### src/rtl/uart_tx.sv
// UART transmitter: pops bytes from a first-word-fall-through FIFO and serialises
// them as start / 5-8 data bits LSB first / optional parity / one or two stop bits.
module uart_tx (
    input  logic        clk,
    input  logic        reset,
    input  logic [15:0] baud_divisor,
    input  logic [2:0]  data_bits,
    input  logic [1:0]  parity_mode,
    input  logic        two_stop_bits,
    input  logic        tx_enable,
    input  logic        config_valid,
    input  logic [7:0]  fifo_data,
    input  logic        fifo_empty,
    output logic        fifo_read,
    output logic        tx_out,
    output logic        tx_busy,
    output logic        tx_ready,
    output logic        tx_done
);

    typedef enum logic [2:0] {IDLE, START, DATA, PARITY, STOP} state_t;

    state_t      state, state_nx;
    logic [15:0] div_q, baud_cnt;
    logic [2:0]  last_bit, bit_cnt;
    logic [7:0]  shreg, dmask;
    logic        par_en, par_bit, stop2_q, stop_cnt, done_q;
    logic        bit_end, line;

    assign bit_end  = (baud_cnt == 16'd0);
    // Keeps only the n data bits of the word when computing parity.
    assign dmask    = 8'hFF >> (2'd3 - data_bits[1:0]);
    assign tx_ready = !reset && (state == IDLE) && tx_enable && config_valid && !data_bits[2];
    assign tx_busy  = !reset && (state != IDLE);
    assign tx_done  = !reset && done_q;
    assign tx_out   = reset | line;

    always_ff @(posedge clk) begin
        if (reset) state <= IDLE;
        else       state <= state_nx;
    end

    always_comb begin
        state_nx  = state;
        fifo_read = 1'b0;
        line      = 1'b1;
        case (state)
            IDLE: if (tx_ready && !fifo_empty) begin
                fifo_read = 1'b1;
                state_nx  = START;
            end
            START: begin
                line = 1'b0;
                if (bit_end) state_nx = DATA;
            end
            DATA: begin
                line = shreg[0];
                if (bit_end && bit_cnt == last_bit) state_nx = par_en ? PARITY : STOP;
            end
            PARITY: begin
                line = par_bit;
                if (bit_end) state_nx = STOP;
            end
            STOP: if (bit_end && stop_cnt == stop2_q) state_nx = IDLE;
            default: state_nx = IDLE;
        endcase
    end

    // Frame parameters are captured with the pop so mid-frame input changes are ignored.
    always_ff @(posedge clk) begin
        if (reset) begin
            div_q    <= '0;
            baud_cnt <= '0;
            last_bit <= '0;
            bit_cnt  <= '0;
            shreg    <= '0;
            par_en   <= 1'b0;
            par_bit  <= 1'b0;
            stop2_q  <= 1'b0;
            stop_cnt <= 1'b0;
            done_q   <= 1'b0;
        end else begin
            done_q <= (state == STOP) && (state_nx == IDLE);
            if (fifo_read) begin
                div_q    <= baud_divisor;
                baud_cnt <= baud_divisor;
                last_bit <= {1'b1, data_bits[1:0]};
                bit_cnt  <= '0;
                shreg    <= fifo_data;
                par_en   <= (parity_mode == 2'd1) || (parity_mode == 2'd2);
                par_bit  <= (^(fifo_data & dmask)) ^ (parity_mode == 2'd1);
                stop2_q  <= two_stop_bits;
                stop_cnt <= 1'b0;
            end else if (state != IDLE) begin
                baud_cnt <= bit_end ? div_q : baud_cnt - 16'd1;
                if (bit_end && state == DATA) begin
                    shreg   <= shreg >> 1;
                    bit_cnt <= bit_cnt + 3'd1;
                end
                if (bit_end && state == STOP) stop_cnt <= 1'b1;
            end
        end
    end

endmodule

### config.mk
export PLATFORM = sky130hd
export DESIGN_NAME = uart_tx
export DESIGN_NICKNAME = d
export VERILOG_FILES = /design/src/rtl/uart_tx.sv
export SDC_FILE = /design/constraint.sdc
export NUM_CORES = 1
export LEC_CHECK = 0
export BUFFER_PORTS_ARGS = -buffer_cell sky130_fd_sc_hd__buf_2
export CAP_MARGIN = 5
export CORE_ASPECT_RATIO = 0.6
export CORE_MARGIN = 2
export CORE_UTILIZATION = 30
export DETAILED_ROUTE_END_ITERATION = 8
export PLACE_DENSITY = 0.49
export SETUP_SLACK_MARGIN = 0.2
export SYNTH_ARGS = -nofsm -noshare
export SYNTH_HDL_FRONTEND = slang
export SYNTH_SLANG_ARGS = --single-unit
### constraint.sdc
create_clock -name clk -period 3.5 [get_ports clk]
set_input_delay 0.175 -clock clk [delete_from_list [all_inputs] [get_ports clk]]
set_output_delay 0.175 -clock clk [all_outputs]
set_load 0.03 [all_outputs]
==> flow_metrics.env, run 1 <==
export IMPL_status="finished clean"
export IMPL_synth_enable_flop_cells=0
export IMPL_intPower_mw=1.12
export IMPL_io_pins=40
export IMPL_cp_start_kind="flop"
export IMPL_synth_nets=374
export IMPL_ant_nets=0
export IMPL_syn_avg_cell_area_um2=8.29
export IMPL_worst_path_buf_inv=3
export IMPL_pwr_share_comb_pct=24.2
export IMPL_yosys_area_top_type="dfxtp_1"
export IMPL_hold_viol_final=0
export IMPL_cp_end_kind="output pin"
export IMPL_max_freq_mhz=388
export IMPL_setup_viol=0
export IMPL_p_leak_nw=1.24
export IMPL_clock_power_share_pct=35.0
export IMPL_ys_ff_latch=54
export IMPL_r2r_slack_ns=0.97
export IMPL_fillers=938
export IMPL_die_area_um2=10100
export IMPL_cp_top_family="buffers and inverters"
export IMPL_yosysTopAreaCellShare_pct=38.8
export IMPL_ctsResizeCount=0
export IMPL_final_setup_tns_ns=0
export IMPL_seq_area_frac_synth_pct=38.8
export IMPL_arrival_ns=2.40
export IMPL_root_buffer="clkbuf_16"
export IMPL_dieWidth_um=128
export IMPL_sequentialPowerShare_pct=40.9
export IMPL_switching_share_pct=30.7
export IMPL_cap_viol_max_count=0
export IMPL_synth_cell_type_count=46
export IMPL_worstReg2RegStart="baud_cnt[2]"
export IMPL_start_util_pct=30.6
export IMPL_reg2reg_depth=6
export IMPL_hold_buffers=0
export IMPL_cp_max_fo=23
export IMPL_async_reset_ff_share_pct=0
export IMPL_ys_top_cells_by_count="dfxtp_1, nand2_1, a21oi_1"
export IMPL_num_antenna_cells=0
export IMPL_rows=27
export IMPL_worst_slew_pin_slew_ns=0.783
export IMPL_cts_buffers=5
export IMPL_max_slew_margin_pct=47.8
export IMPL_pre_cts_ws_ns=1.01
export IMPL_grt_ovfl_total=0
export IMPL_num_nets_final=404
export IMPL_cp_required_ns=3.32
export IMPL_critPathMaxStageDelay_ns=0.59
export IMPL_synthCells=336
export IMPL_hold_path_class="in -> reg"
export IMPL_cp_endpoint="fifo_read"
export IMPL_drt_vias_per_instance=5.11
export IMPL_place_gp_congestion=0.817
export IMPL_critical_path_slowest_cell="inv_1"
export IMPL_totalPowerFinal_mw=1.61
export IMPL_drt_iter0_drc=174
export IMPL_drive_above_1_share_pct=16.9
export IMPL_ys_warn_count=0
export IMPL_design_area_um2=3250
export IMPL_p_switching_mw=0.494
export IMPL_worst_r2r_endpoint="state[0]"
export IMPL_critical_path_startpoint="state[1]"
export IMPL_grtUsageTotal_pct=15.3
export IMPL_num_vias=2469
export IMPL_clock_latency_ns=0.29
export IMPL_synth_most_common_cell="dfxtp_1"
export IMPL_synthToLayoutAreaGrowth_pct=16.5
export IMPL_wire_per_inst_um=15.6
export IMPL_finClkSkew_ns=0.00629
export IMPL_crit_cells=6
export IMPL_die_h_um=78.6
export IMPL_fin_ws_ns=0.925
export IMPL_cts_tree="built"
export IMPL_hpwlAfterDp_mm=5.18
export IMPL_first_global_vias=2257
export IMPL_rsz0062_at_grt="false"
export IMPL_finalWorstPathRequiredPeriod_ns=2.58
export IMPL_clock_path_buffers=2
export IMPL_synthTopCellsByArea="dfxtp_1, mux2i_1, nand2_1"
export IMPL_post_route_period_util_pct=73.6
export IMPL_drv_slew=0
export IMPL_ir_worst_vdd_mv=0.220
export IMPL_port_buffers=39
export IMPL_ys_flop_type="dfxtp_1"
export IMPL_path_clk_slew_ns=0.06
export IMPL_powerDensity_nw_per_um2=496
export IMPL_cts_setup_buffers=0
export IMPL_grt_start_max_net_pins=52
export IMPL_drtPass1Iterations=4
export IMPL_wirelength_mm=7.53
export IMPL_placed_cell_area_um2=3080
export IMPL_grt_pass1_wl_mm=12.1
export IMPL_cp_cell_sequence="or2_2, nor2_1, buf_4, nand2_1, inv_1, buf_2"
export IMPL_core_um2=9090
export IMPL_antenna_found_initial=0
export IMPL_syn_cell_area_um2=2790
export IMPL_critical_path_class="reg -> out"
export IMPL_clkSinkCount=54
export IMPL_whs_ns=0.126
export IMPL_htreeDepth=2
export IMPL_drc=0
[state kept, by name, indices dropped and copies added (netlist names)]
name      count
stop_cnt      1
par_en        1
done_q        1
state         3
baud_cnt     16
div_q        16
par_bit       1
shreg         8
bit_cnt       3
last_bit      3
stop2_q       1
[layout by cell type, fill, tap and decap left out, drive strengths merged, types with 3 or more instances in the layout]
cell / synthesis / routed
nor2: 27 / 27
nor4: 4 / 4
nor3: 13 / 13
or3: 3 / 3
xnor2: 14 / 14
o22ai: 6 / 6
o211ai: 6 / 6
nor4b: 3 / 3
mux2i: 20 / 20
a211oi: 9 / 9
mux2: 3 / 3
nand3: 6 / 6
dfxtp: 54 / 54
o21a: 3 / 3
inv: 8 / 8
buf: 7 / 45
nand2: 51 / 51
clkbuf: 15 / 7
a31oi: 4 / 4
a221oi: 3 / 3
xor2: 4 / 4
ha: 3 / 3
a21oi: 33 / 33
or4: 3 / 3
o21ai: 11 / 11
[tightest hold or removal path: stages]
cell and delay (ns):
buf_2 0.09, nand2_1 0.04, a21oi_1 0.05
[power by group through the flow]
stage | clock network [mW] | registers, mW | logic (mW)
after detailed placement | 0 | 0.672 | 0.383
final | 0.563 | 0.659 | 0.389
after global placement | 0 | 0.671 | 0.381
after floorplan | 0 | 0.665 | 0.279
after global routing | 0.602 | 0.662 | 0.424
after CTS | 0.575 | 0.658 | 0.385
[logic make-up (layout without fill, tap and decap cells)]
kind of cell             after synthesis  count (layout)  share of synthesized area (%)
AO/OA/AOI/OAI                         88              88                           20.1
XOR/XNOR                              18              18                           5.66
adder cells (fa/ha/maj)                3               3                           1.35
buffers and inverters                 30              61                           4.22
flip-flops                            54              54                           38.8
multiplexers                          23              23                           8.40
AND/OR/NAND/NOR                      120             120                           21.4
[routing by layer]
metal  up-vias  GRT usage, %  wire, µm  part of all wire (%)
met5         -             0         0                     0
met4         0          2.86        33                  0.44
met3         2          3.61       310                   4.1
met2        43          20.1      2890                    38
met1      1154          24.5      4300                    57
li1       1270             -         -                     -
[how the worst min path moves through the flow]
stage                            to             start  depth (start not counted)  slack [ns]
final                       stop2_q     two_stop_bits                          3        0.13
after global routing       shreg[7]      fifo_data[7]                          3        0.13
after CTS                  div_q[5]   baud_divisor[5]                          3        0.12
after detailed placement    stop2_q     two_stop_bits                          3        0.42
after global placement      stop2_q     two_stop_bits                          3        0.42
after floorplan           div_q[12]  baud_divisor[12]                          1        0.31
[cell type report]
cell class / count / area, µm² / share of cell area (%)
Clock buffer: 7 / 133 / 4.09
Inverter: 8 / 30.0 / 0.925
Multi-Input combinational cell: 252 / 1590 / 48.9
Tap cell: 116 / 145 / 4.47
Clock inverter: 1 / 30.0 / 0.925
Sequential cell: 54 / 1080 / 33.3
Timing Repair Buffer: 45 / 240 / 7.40
[through the flow]
stage	util [%]	cells
2_1_floorplan	-	336
3_3_place_gp	33.9	475
3_5_place_dp	33.9	475
4_1_cts	35.7	483
5_1_grt	35.7	483
6_report	35.7	483
(Power assumes the default switching activity.)
==> inputs of run 2 (changes only) <==
Settings changed: PLACE_DENSITY 0.49 to 0.51.
Clock period 3.5 ns to 2.3 ns, I/O delays scaled along.
==> run 2 against run 1 <==
Against the previous run: via count grew 2.0%; final cell count grew 2.1%; global-route usage grew 0.51 points.
==> flow_metrics.env, run 2 (synthesis results as in run 1) <==
export IMPL_io_pins=40
export IMPL_num_antenna_cells=0
export IMPL_cp_max_fo=6
export IMPL_whs_ns=0.0576
export IMPL_dieWidth_um=128
export IMPL_clock_latency_ns=0.30
export IMPL_clock_path_buffers=2
export IMPL_finClkSkew_ns=0.0106
export IMPL_grt_pass1_wl_mm=12.4
export IMPL_placed_cell_area_um2=3150
export IMPL_critical_path_startpoint="baud_cnt[7]"
export IMPL_critPathMaxStageDelay_ns=0.45
export IMPL_die_area_um2=10100
export IMPL_hold_path_class="in -> reg"
export IMPL_synthToLayoutAreaGrowth_pct=19.6
export IMPL_setup_viol=0
export IMPL_drc=0
export IMPL_layout_commonest_cell="nand2_1"
export IMPL_antenna_found_initial=0
export IMPL_cp_required_ns=2.51
export IMPL_max_freq_mhz=491
export IMPL_hp_start="two_stop_bits"
export IMPL_root_buffer="clkbuf_16"
export IMPL_ir_worst_vdd_mv=0.525
export IMPL_finalWorstPathRequiredPeriod_ns=2.04
export IMPL_p_leak_nw=1.29
export IMPL_start_util_pct=30.6
export IMPL_grtUsageTotal_pct=15.8
export IMPL_rsz0062_at_grt="true"
export IMPL_cts_buffers=5
export IMPL_drive_above_1_share_pct=21.8
export IMPL_num_vias=2519
export IMPL_stdcell_count=493
export IMPL_worstReg2RegStart="baud_cnt[7]"
export IMPL_dp_cells=483
export IMPL_fin_ws_ns=0.263
export IMPL_worst_path_buf_inv=0
export IMPL_rows=27
export IMPL_ant_nets=0
export IMPL_wire_per_inst_um=15.7
export IMPL_path_clk_slew_ns=0.07
export IMPL_worst_slew_pin_slew_ns=0.577
export IMPL_drv_slew=0
export IMPL_drt_iter0_drc=140
export IMPL_mostFrequentLayoutCells="nand2_1, dfxtp_1, buf_2"
export IMPL_critical_path_slowest_cell="or4_1"
export IMPL_arrival_ns=2.25
export IMPL_cts_tree="built"
export IMPL_largestRegisters="baud_cnt: 16 flops, div_q: 16 flops, shreg: 8 flops"
export IMPL_place_gp_congestion=0.839
export IMPL_final_setup_tns_ns=0
export IMPL_hpwlAfterDp_mm=5.38
export IMPL_cp_end_kind="flop"
export IMPL_grt_ovfl_total=0
export IMPL_hold_viol_final=0
export IMPL_critical_path_class="reg -> reg"
export IMPL_wirelength_mm=7.73
export IMPL_drt_vias_per_instance=5.11
export IMPL_cap_viol_max_count=0
export IMPL_grt_start_max_net_pins=52
export IMPL_cp_start_kind="flop"
export IMPL_drtPass1Iterations=4
export IMPL_htreeDepth=2
export IMPL_clkSinkCount=54
export IMPL_design_area_um2=3330
export IMPL_port_buffers=39
export IMPL_pre_cts_ws_ns=0.161
export IMPL_max_slew_margin_pct=61.5
export IMPL_fillers=956
export IMPL_powerDensity_nw_per_um2=724
export IMPL_num_nets_final=414
export IMPL_first_global_vias=2329
export IMPL_status="finished clean"
export IMPL_core_um2=9090
export IMPL_cp_top_family="simple AND/OR/NAND/NOR gates"
export IMPL_die_h_um=78.6
export IMPL_cp_cell_sequence="nor4_4, nand4_4, or4_1, or3_1, a221oi_2"
export IMPL_post_route_period_util_pct=88.6
[run 2: cell count changes in the layout (fill, tap and decap cells not counted), sizes merged]
cell,delta
clkinvlp,+1
clkbuf,-2
buf,+10
bufinv,-1
clkinv,+2
[run 2: power by group]
part	leakage, nW	internal [mW]	switching [mW]
Clock	0.0698	0.404	0.357
Combinational	0.779	0.278	0.370
Sequential	0.438	0.964	0.0398
[run 2: area by class of cell]
class	count	area, µm²	area share [%]
Timing Repair Buffer	55	323	9.69
Multi-Input combinational cell	252	1600	48.1
Sequential cell	54	1090	32.6
Inverter	8	30.0	0.901
Clock inverter	3	21.3	0.638
Tap cell	116	145	4.36
Clock buffer	5	125	3.76
[run 2: worst paths after layout]
kind	end	slack (ns)	cells past startpoint
setup / recovery	state[0]	0.26	5
hold / removal	stop2_q	0.06	3
setup reg to reg	state[0]	0.26	5
hold reg to reg	div_q[4]	0.46	2
[run 2: what timing repair did]
action	4_1_cts	5_1_grt
setup buffers	2	0
resized for setup	0	9
pin swaps	1	2
endpoints found under the setup margin	7	13
hold buffers	0	0
[run 2: routing by layer]
| layer | global-route usage, % | routed length [µm] | vias to the layer above |
|---|---|---|---|
| met2 | 22.6 | 3080 | 52 |
| met5 | 0 | 0 | - |
| li1 | - | - | 1279 |
| met4 | 2.64 | 51 | 0 |
| met3 | 3.34 | 340 | 4 |
| met1 | 24.2 | 4260 | 1184 |
[run 2: worst register-to-register path: cells and delay by family, from the launching register on]
kind,cells,cell delay (ns)
compound gates,1,0.24
simple gates,4,1.34
flops,1,0.38
[run 2: through the flow]
| stage | utilization [%] | power, mW |
|---|---|---|
| floorplan | - | 1.44 |
| global placement | 34.6 | 1.64 |
| detailed placement | 34.6 | 1.64 |
| CTS | 36.4 | 2.43 |
| global route | 36.7 | 2.56 |
| finish | 36.7 | 2.41 |
